**config.mk**
```make
export PLATFORM = sky130hd
export DESIGN_NAME = regfile_wb_ctrl
export DESIGN_NICKNAME = d
export VERILOG_FILES = /design/src/rtl/regfile_wb_ctrl_pkg.sv /design/src/rtl/wb_scoreboard.sv /design/src/rtl/regfile_wb_ctrl.sv
export SDC_FILE = /design/constraint.sdc
export NUM_CORES = 1
export LEC_CHECK = 0
export CAP_MARGIN = 20
export CORE_AREA = 2 2 112 114
export CTS_CLUSTER_DIAMETER = 60
export CTS_CLUSTER_SIZE = 20
export DETAILED_ROUTE_END_ITERATION = 6
export DIE_AREA = 0 0 114 116
export PLACE_DENSITY = 0.57
export SETUP_SLACK_MARGIN = 0.2
export SYNTH_ARGS = -nofsm -noshare
export SYNTH_HDL_FRONTEND = slang
export SYNTH_SLANG_ARGS = --single-unit
export TNS_END_PERCENT = 20
```
**constraint.sdc**
```tcl
create_clock -name clk -period 4.55 [get_ports clk]
set_clock_uncertainty 0.1 [all_clocks]
set_input_delay 1.1375 -clock clk [delete_from_list [all_inputs] [get_ports clk]]
set_output_delay 1.1375 -clock clk [all_outputs]
set_load 0.1 [all_outputs]
```
**src/rtl/regfile_wb_ctrl_pkg.sv**
```systemverilog
// Shared sizes and the requester encoding for the register-file write-back path.
package regfile_wb_ctrl_pkg;

    localparam int DATA_W = 32;
    localparam int NREG   = 32;
    localparam int ADDR_W = $clog2(NREG);

    typedef enum logic {
        REQ_ALU = 1'b0,
        REQ_LD  = 1'b1
    } req_e;

    function automatic logic is_zero_reg(input logic [ADDR_W-1:0] addr);
        return addr == '0;
    endfunction

endpackage

```
**src/rtl/wb_scoreboard.sv**
```systemverilog
// Pending-write scoreboard: one bit per register, set on issue, cleared when the
// write reaches the register file. Register 0 is hardwired clear.
module wb_scoreboard
    import regfile_wb_ctrl_pkg::*;
(
    input  logic              clk,
    input  logic              rst,
    input  logic              set_en,
    input  logic [ADDR_W-1:0] set_addr,
    input  logic              clr_en,
    input  logic [ADDR_W-1:0] clr_addr,
    input  logic [ADDR_W-1:0] chk_addr1,
    input  logic [ADDR_W-1:0] chk_addr2,
    output logic              chk_busy1,
    output logic              chk_busy2,
    output logic              pending_any
);

    logic [NREG-1:0] pending_reg;

    genvar gi;
    generate
        for (gi = 0; gi < NREG; gi++) begin : g_bit
            if (gi == 0) begin : g_zero
                assign pending_reg[gi] = 1'b0;
            end else begin : g_live
                logic bit_reg;
                logic set_hit;
                logic clr_hit;

                assign set_hit = set_en && (set_addr == ADDR_W'(gi));
                assign clr_hit = clr_en && (clr_addr == ADDR_W'(gi));

                // A new issue on the commit edge must survive the clear.
                always_ff @(posedge clk or negedge rst) begin
                    if (!rst) begin
                        bit_reg <= 1'b0;
                    end else if (set_hit) begin
                        bit_reg <= 1'b1;
                    end else if (clr_hit) begin
                        bit_reg <= 1'b0;
                    end
                end

                assign pending_reg[gi] = bit_reg;
            end
        end
    endgenerate

    assign chk_busy1   = !is_zero_reg(chk_addr1) && pending_reg[chk_addr1];
    assign chk_busy2   = !is_zero_reg(chk_addr2) && pending_reg[chk_addr2];
    assign pending_any = |pending_reg;

endmodule

```
**src/rtl/regfile_wb_ctrl.sv**
```systemverilog
// Write-back controller: round-robin arbitration of ALU and load results onto the
// register file's single write port, plus the pending-write scoreboard.
module regfile_wb_ctrl
    import regfile_wb_ctrl_pkg::*;
(
    input  logic              clk,
    input  logic              rst,
    input  logic              alu_valid,
    output logic              alu_ready,
    input  logic [ADDR_W-1:0] alu_addr,
    input  logic [DATA_W-1:0] alu_data,
    input  logic              ld_valid,
    output logic              ld_ready,
    input  logic [ADDR_W-1:0] ld_addr,
    input  logic [DATA_W-1:0] ld_data,
    output logic              regwrite,
    output logic [ADDR_W-1:0] adr_wr_reg,
    output logic [DATA_W-1:0] wr_data,
    input  logic              issue_valid,
    input  logic [ADDR_W-1:0] issue_addr,
    input  logic [ADDR_W-1:0] chk_addr1,
    input  logic [ADDR_W-1:0] chk_addr2,
    output logic              chk_busy1,
    output logic              chk_busy2,
    output logic              pending_any
);

    req_e              last_grant_reg;
    req_e              last_grant_next;
    logic              alu_grant;
    logic              ld_grant;
    logic              win_valid;
    logic [ADDR_W-1:0] win_addr;
    logic [DATA_W-1:0] win_data;
    logic              regwrite_reg;
    logic [ADDR_W-1:0] wr_addr_reg;
    logic [DATA_W-1:0] wr_data_reg;

    // Under contention the side that did not win the previous transfer goes first.
    always_comb begin
        alu_grant       = alu_valid && (!ld_valid || last_grant_reg == REQ_LD);
        ld_grant        = ld_valid && !alu_grant;
        win_valid       = alu_grant || ld_grant;
        win_addr        = alu_grant ? alu_addr : ld_addr;
        win_data        = alu_grant ? alu_data : ld_data;
        last_grant_next = last_grant_reg;
        if (alu_grant) begin
            last_grant_next = REQ_ALU;
        end else if (ld_grant) begin
            last_grant_next = REQ_LD;
        end
    end

    always_ff @(posedge clk or negedge rst) begin
        if (!rst) begin
            last_grant_reg <= REQ_LD;
        end else begin
            last_grant_reg <= last_grant_next;
        end
    end

    // Writes to x0 are accepted but never reach the file; address/data hold otherwise.
    always_ff @(posedge clk or negedge rst) begin
        if (!rst) begin
            regwrite_reg <= 1'b0;
            wr_addr_reg  <= '0;
            wr_data_reg  <= '0;
        end else begin
            regwrite_reg <= win_valid && !is_zero_reg(win_addr);
            if (win_valid && !is_zero_reg(win_addr)) begin
                wr_addr_reg <= win_addr;
                wr_data_reg <= win_data;
            end
        end
    end

    assign alu_ready  = alu_grant;
    assign ld_ready   = ld_grant;
    assign regwrite   = regwrite_reg;
    assign adr_wr_reg = wr_addr_reg;
    assign wr_data    = wr_data_reg;

    wb_scoreboard u_scoreboard (
        .clk         (clk),
        .rst         (rst),
        .set_en      (issue_valid),
        .set_addr    (issue_addr),
        .clr_en      (regwrite_reg),
        .clr_addr    (wr_addr_reg),
        .chk_addr1   (chk_addr1),
        .chk_addr2   (chk_addr2),
        .chk_busy1   (chk_busy1),
        .chk_busy2   (chk_busy2),
        .pending_any (pending_any)
    );

endmodule

```
# == Yosys cells after proc, flatten, opt, wreduce, memory -nomap -nowiden ==
# Index checks and enable logic that the tools add are counted.
# totals
out_inout_bits,43
register_bits,70
inputBits,94
elab_cells,279
# op_classes
n_lt_le_gt_ge,2
eq_ne,62
muxes,70
reduce_logical,110
# op_table
op,n
$eq 5x5->1 const B,32
$eq 5x4->1 const B,16
$logic_and 1x1->1,67
$mux 1,66
$reduce_bool 2->1,32
$eq 5x3->1 const B,8
$mux 32,1
$reduce_or 31->1,1
$eq 5x2->1 const B,4
$logic_not 5->1,3
$lt 5x6->1 const B,2
$bmux 1 s5,2
$eq 5x1->1 const B,2
$logic_not 1->1,5
$mux 5,1
$logic_or 1x1->1,2

# == Longest topological paths before layout ==
# logic_depth
ltp_word,7
mapped_depth,7
mapped_depth_nobuf,5

# == Hierarchy ==
# A second synthesis with hierarchy kept.
# unflattened
cells_unflattened,398
area_unflattened_um2,3972.6
# by_module_without_submodules
mod,area_each_um2,seq_area_each_um2,cells_each,instances
regfile_wb_ctrl,1994.4,977.2,191,1
wb_scoreboard,1978.1,775.7,207,1

# == Least setup slack after synthesis ==
# OpenSTA, ideal clock, no wires.
# synth_timing
kind,input to output
start,in chk_addr2[0]
end,out chk_busy2
arrival_ps,2831
path_stages,6
path_buffers,1
required_ps,3313
path_slack_ps,481
path_cell_list,buf_4 -> mux2_2 -> a221oi_1 -> a2111oi_0 -> a41oi_1 -> nand3_1
# synth_via
elab_chain_cells,3
word_cells_on_any_way,5
cone_classes,mux: 2; reduce/logical: 3
# synth_lines
element,line_no,source
"start, declared",regfile_wb_ctrl.sv:22,"input logic [ADDR_W-1:0] chk_addr2,"
$bmux 1 s5 or $logic_not 5->1 (tied branches),"wb_scoreboard.sv:51, regfile_wb_ctrl_pkg.sv:14",
$mux 1 (implied by the code) or $logic_not 1->1 (tied branches),wb_scoreboard.sv:51,assign chk_busy2 = !is_zero_reg(chk_addr2) && pending_reg[chk_addr2];
$logic_and 1x1->1 (*),wb_scoreboard.sv:51,
"end, declared",regfile_wb_ctrl.sv:24,"output logic chk_busy2,"
# Mark *: on every way between the ends. The rest lies on a longest branch, timed or not. The select of a mux whose other input is x is not followed.

# == Worst setup path in the final report ==
# layout_timing
start,in chk_addr1[0]
end,out chk_busy1
# layout_via
elab_chain_cells,3
word_cells_on_any_way,5
cone_classes,mux: 2; reduce/logical: 3
# layout_lines
element,line_no,source
"start, declared",regfile_wb_ctrl.sv:21,"input logic [ADDR_W-1:0] chk_addr1,"
$bmux 1 s5 or $logic_not 5->1 (tied branches),"wb_scoreboard.sv:50, regfile_wb_ctrl_pkg.sv:14",
$mux 1 (implied by the code) or $logic_not 1->1 (tied branches),wb_scoreboard.sv:50,assign chk_busy1 = !is_zero_reg(chk_addr1) && pending_reg[chk_addr1];
$logic_and 1x1->1 (*),wb_scoreboard.sv:50,
"end, declared",regfile_wb_ctrl.sv:23,"output logic chk_busy1,"
# Marked as above.

==> results.txt <==
----------------------------------------------------
[Run status]
  Status ... complete, no violations

[Worst hold path]
  Tightest Hold Check Type ... flip-flop to flip-flop

[Route]
  Number of vias per cell ... 5.29
  First-pass DRT Iterations ... 4
  Average detailed-routed wire length per instance ... approximately 17 µm
  Remaining number of nets flagged by the antenna check after routing ... 0
  Routed via count ... ~3,800
  Total Routed Length ... 12,200 µm
  Iteration-0 DRC Markers ... 180
  Post-route DRC ... 0

[Cells and area]
  Fill cell instance count of the final layout ... 1,150
  Net count, final ... 656
  Non-filler cells in the finished layout ... 712
  Ratio of cells with drive above 1 in the final layout ... 6.73%
  Total inserted antenna cells ... 0
  Max reg flops ... 32
  Synth-to-Final Area Change ... 47.2%
  Most common cell after layout, fill and taps aside ... clkdlybuf4s50_1
  Commonest non-fill, non-tap cells in the layout ... clkdlybuf4s50_1, nand2_1, dfrtp_1

[Synthesis]
  Syn. warnings ... 0
  Post-synth design cell area ... between 3000 and 4000 µm²
  Top cells by area in the synthesized netlist ... dfrtp_1, o21ai_0, nand2_1
  Mean instance size in the synthesized netlist ... 8.83 µm²
  Count of flip-flops with a built-in enable after synthesis ... 0
  Number of different library cells in the post-synthesis netlist ... 41
  Flip-flop and latch count after synthesis ... 70
  Area share of the leading cell type in the synthesized netlist ... roughly 46%
  Fraction of the yosys area taken by sequential cells ... 46.4%
  Synth async-reset ratio ... 100%
  Library cell with the largest summed area after synthesis ... dfrtp_1
  Syn_nets ... 522
  Dominant synthesized flop cell ... dfrtp_1
  Number of cells produced by synthesis ... between 400 and 500

[Clocking]
  Total clock buffers created by CTS ... 9
  H-tree Lvls ... 3
  Clock buffer depth ... 2
  Root cell of the clock tree ... clkbuf_16
  Count of clock tree sinks ... 70
  TritonCTS clock tree ... built
  Register clock-pin slew on the reported worst setup and hold paths ... around 0.05 ns
  Worst-Skew Late Latency ... 0.34 ns
  Hold buffer count at CTS ... 0

[Worst setup path]
  Delay of the slowest cell on the worst path ... 0.51 ns
  Critical Path End Type ... output port
  WP data arrival ... between 3 and 4 ns
  Most common cell type on the critical path ... buf_12
  Slowest stage cell on the critical path ... clkdlybuf4s50_1
  Setup slack, reg-to-reg ... approximately 2.4 ns
  Worst setup SP type ... input port
  Category of the most critical setup path ... input port to output port
  Data required, critical path ... 3.31 ns
  Highest fanout seen on the critical path ... 19
  Sequence of cells on the critical path ... clkdlybuf4s50_1 > buf_12 > mux2_2 > o2111ai_1 > a21oi_1 > or3_1 > buf_12

[Global routing]
  Largest net degree at the start of global routing ... 64
  Number of antenna violations at the first check in global routing ... 0
  All-Layer GR Usage ... approximately 19%
  GRT overflow ... 0
  Vias in the first global route ... approximately 3,900
  Wire length of the first global-routing pass ... 19,700 µm

[Power]
  IR Drop Worst-Case VDD ... 0.240 mV
  Pwr Density ... 536 nW/µm²
  Static power due to leakage ... 2.22 nW

[Die]
  Total Die Area ... 13,200 µm²
  Number of core rows ... 40
  Initial core utilization ... 31.7%
  Overall die height ... ~120 µm
  Die outline width ... approximately 110 µm
  Count of boundary I/O pins ... 137
  Core region area ... approximately 12,000 µm²

[Timing]
  Part of the cycle the worst path needs ... around 93%
  Period minus WS final ... 4.25 ns
  Relative slew slack ... between 30% and 40%
  Final hold violation count ... 0
  # setup viols final ... 0
  Summed negative setup slack over all endpoints ... 0 ns
  Actual transition at the worst max-transition pin ... 1.03 ns
  Number of pins exceeding their max-slew limit in the final report ... 0
  RSZ-0062 raised after global routing ... false
  Achievable Freq ... 235 MHz

[Place]
  Count of input and output buffers ... 136
  Estimated wirelength of the detail-placed design ... 9240 µm
  Post-placement cell count ... about 700
  Weighted congestion reported at the end of routability-driven placement ... between 0.8 and 0.9

[Job]
  Number of max-capacitance violations reported ... 0

----------------------------------------------------
## critical path: cells and delay by family
kind            cells  cell delay [ns]
buf+inv             3             0.87
simple gates        1             0.43
mux                 1             0.35
compound gates      2             0.23
## where the power goes
group | switching (W) | total, W | leakage [nW] | internal, W
Combinational | 0.000831 | 0.00123 | 1.27 | 0.000400
Sequential | 0.000239 | 0.00106 | 0.794 | 0.000826
Clock | 0.000247 | 0.000684 | 0.147 | 0.000437
## synthesized netlist by cell type (2+ instances only)
master,count
clkbuf_1,8
mux2i_1,19
nor4_1,7
a21oi_1,5
inv_1,8
o21ai_0,63
buf_4,3
buf_6,8
nor2b_1,12
o2111ai_1,2
o21ai_4,2
a2111oi_0,3
and2_1,2
mux2_2,3
a211oi_1,4
dfrtp_1,69
a221oi_1,4
nor2_1,41
nand4b_1,4
a22oi_1,4
or4_1,2
nand2b_1,6
nand2_1,83
nand3_1,10
a31oi_1,36
o22ai_1,2
nand4_1,4
## layout make-up
cell class | count | area [µm²] | area share [%]
Multi-Input combinational cell | 330 | 1850 | 33.2
Sequential cell | 70 | 1750 | 31.5
Timing Repair Buffer | 143 | 1450 | 26.1
Clock buffer | 14 | 294 | 5.29
Tap cell | 147 | 184 | 3.31
Inverter | 8 | 30.0 | 0.540
## per-layer routing
| layer | track usage (%) | vias to the layer above | part of all wire (%) |
|---|---|---|---|
| met5 | 0 | - | 0 |
| met1 | 22.2 | 1764 | 40 |
| li1 | - | 1816 | - |
| met3 | 8.42 | 21 | 11 |
| met2 | 31.6 | 162 | 46 |
| met4 | 8.46 | 0 | 2.8 |
## through the flow
step	cell area [µm²]	worst slack, ns	total power, W	hold WS (ns)	util (%)
floorplan	3780	0.481	0.00186	0.392	-
detailed placement	5260	0.288	0.00230	0.434	44.2
finish	5560	0.298	0.00298	0.442	46.7
CTS	5560	0.278	0.00300	0.444	46.7
global placement	5260	0.313	0.00228	0.408	44.2
global route	5560	0.213	0.00314	0.454	46.7
## worst paths after layout
check / startpoint / end / depth (start not counted)
setup reg to reg: last_grant_reg$_DFFE_PN1P_ / wr_data[18]$_DFFE_PN0P_ / 6
hold / removal: last_grant_reg$_DFFE_PN1P_ / last_grant_reg$_DFFE_PN1P_ / 2
setup / recovery: chk_addr1[0] / chk_busy1 / 7
min in group asynchronous: rst / wr_data[7]$_DFFE_PN0P_ / 1
max in group asynchronous: rst / u_scoreboard.g_bit[24].g_live.bit_reg$_DFFE_PN0P_ / 2
hold reg to reg: last_grant_reg$_DFFE_PN1P_ / last_grant_reg$_DFFE_PN1P_ / 2
## logic make-up (layout without fill, tap and decap cells)
logic type	Yosys count	after routing	share of synthesized area (%)
compound gates	130	130	21.1
flops	70	70	46.4
simple gates	177	177	21.3
buf+inv	28	165	4.70
mux	23	23	6.52
## timing repair
action | CTS | global route
endpoints found under the setup margin | 0 | 1
resized for setup | 0 | 1
buffers inserted | 0 | 0
(Power assumes the default switching activity.)
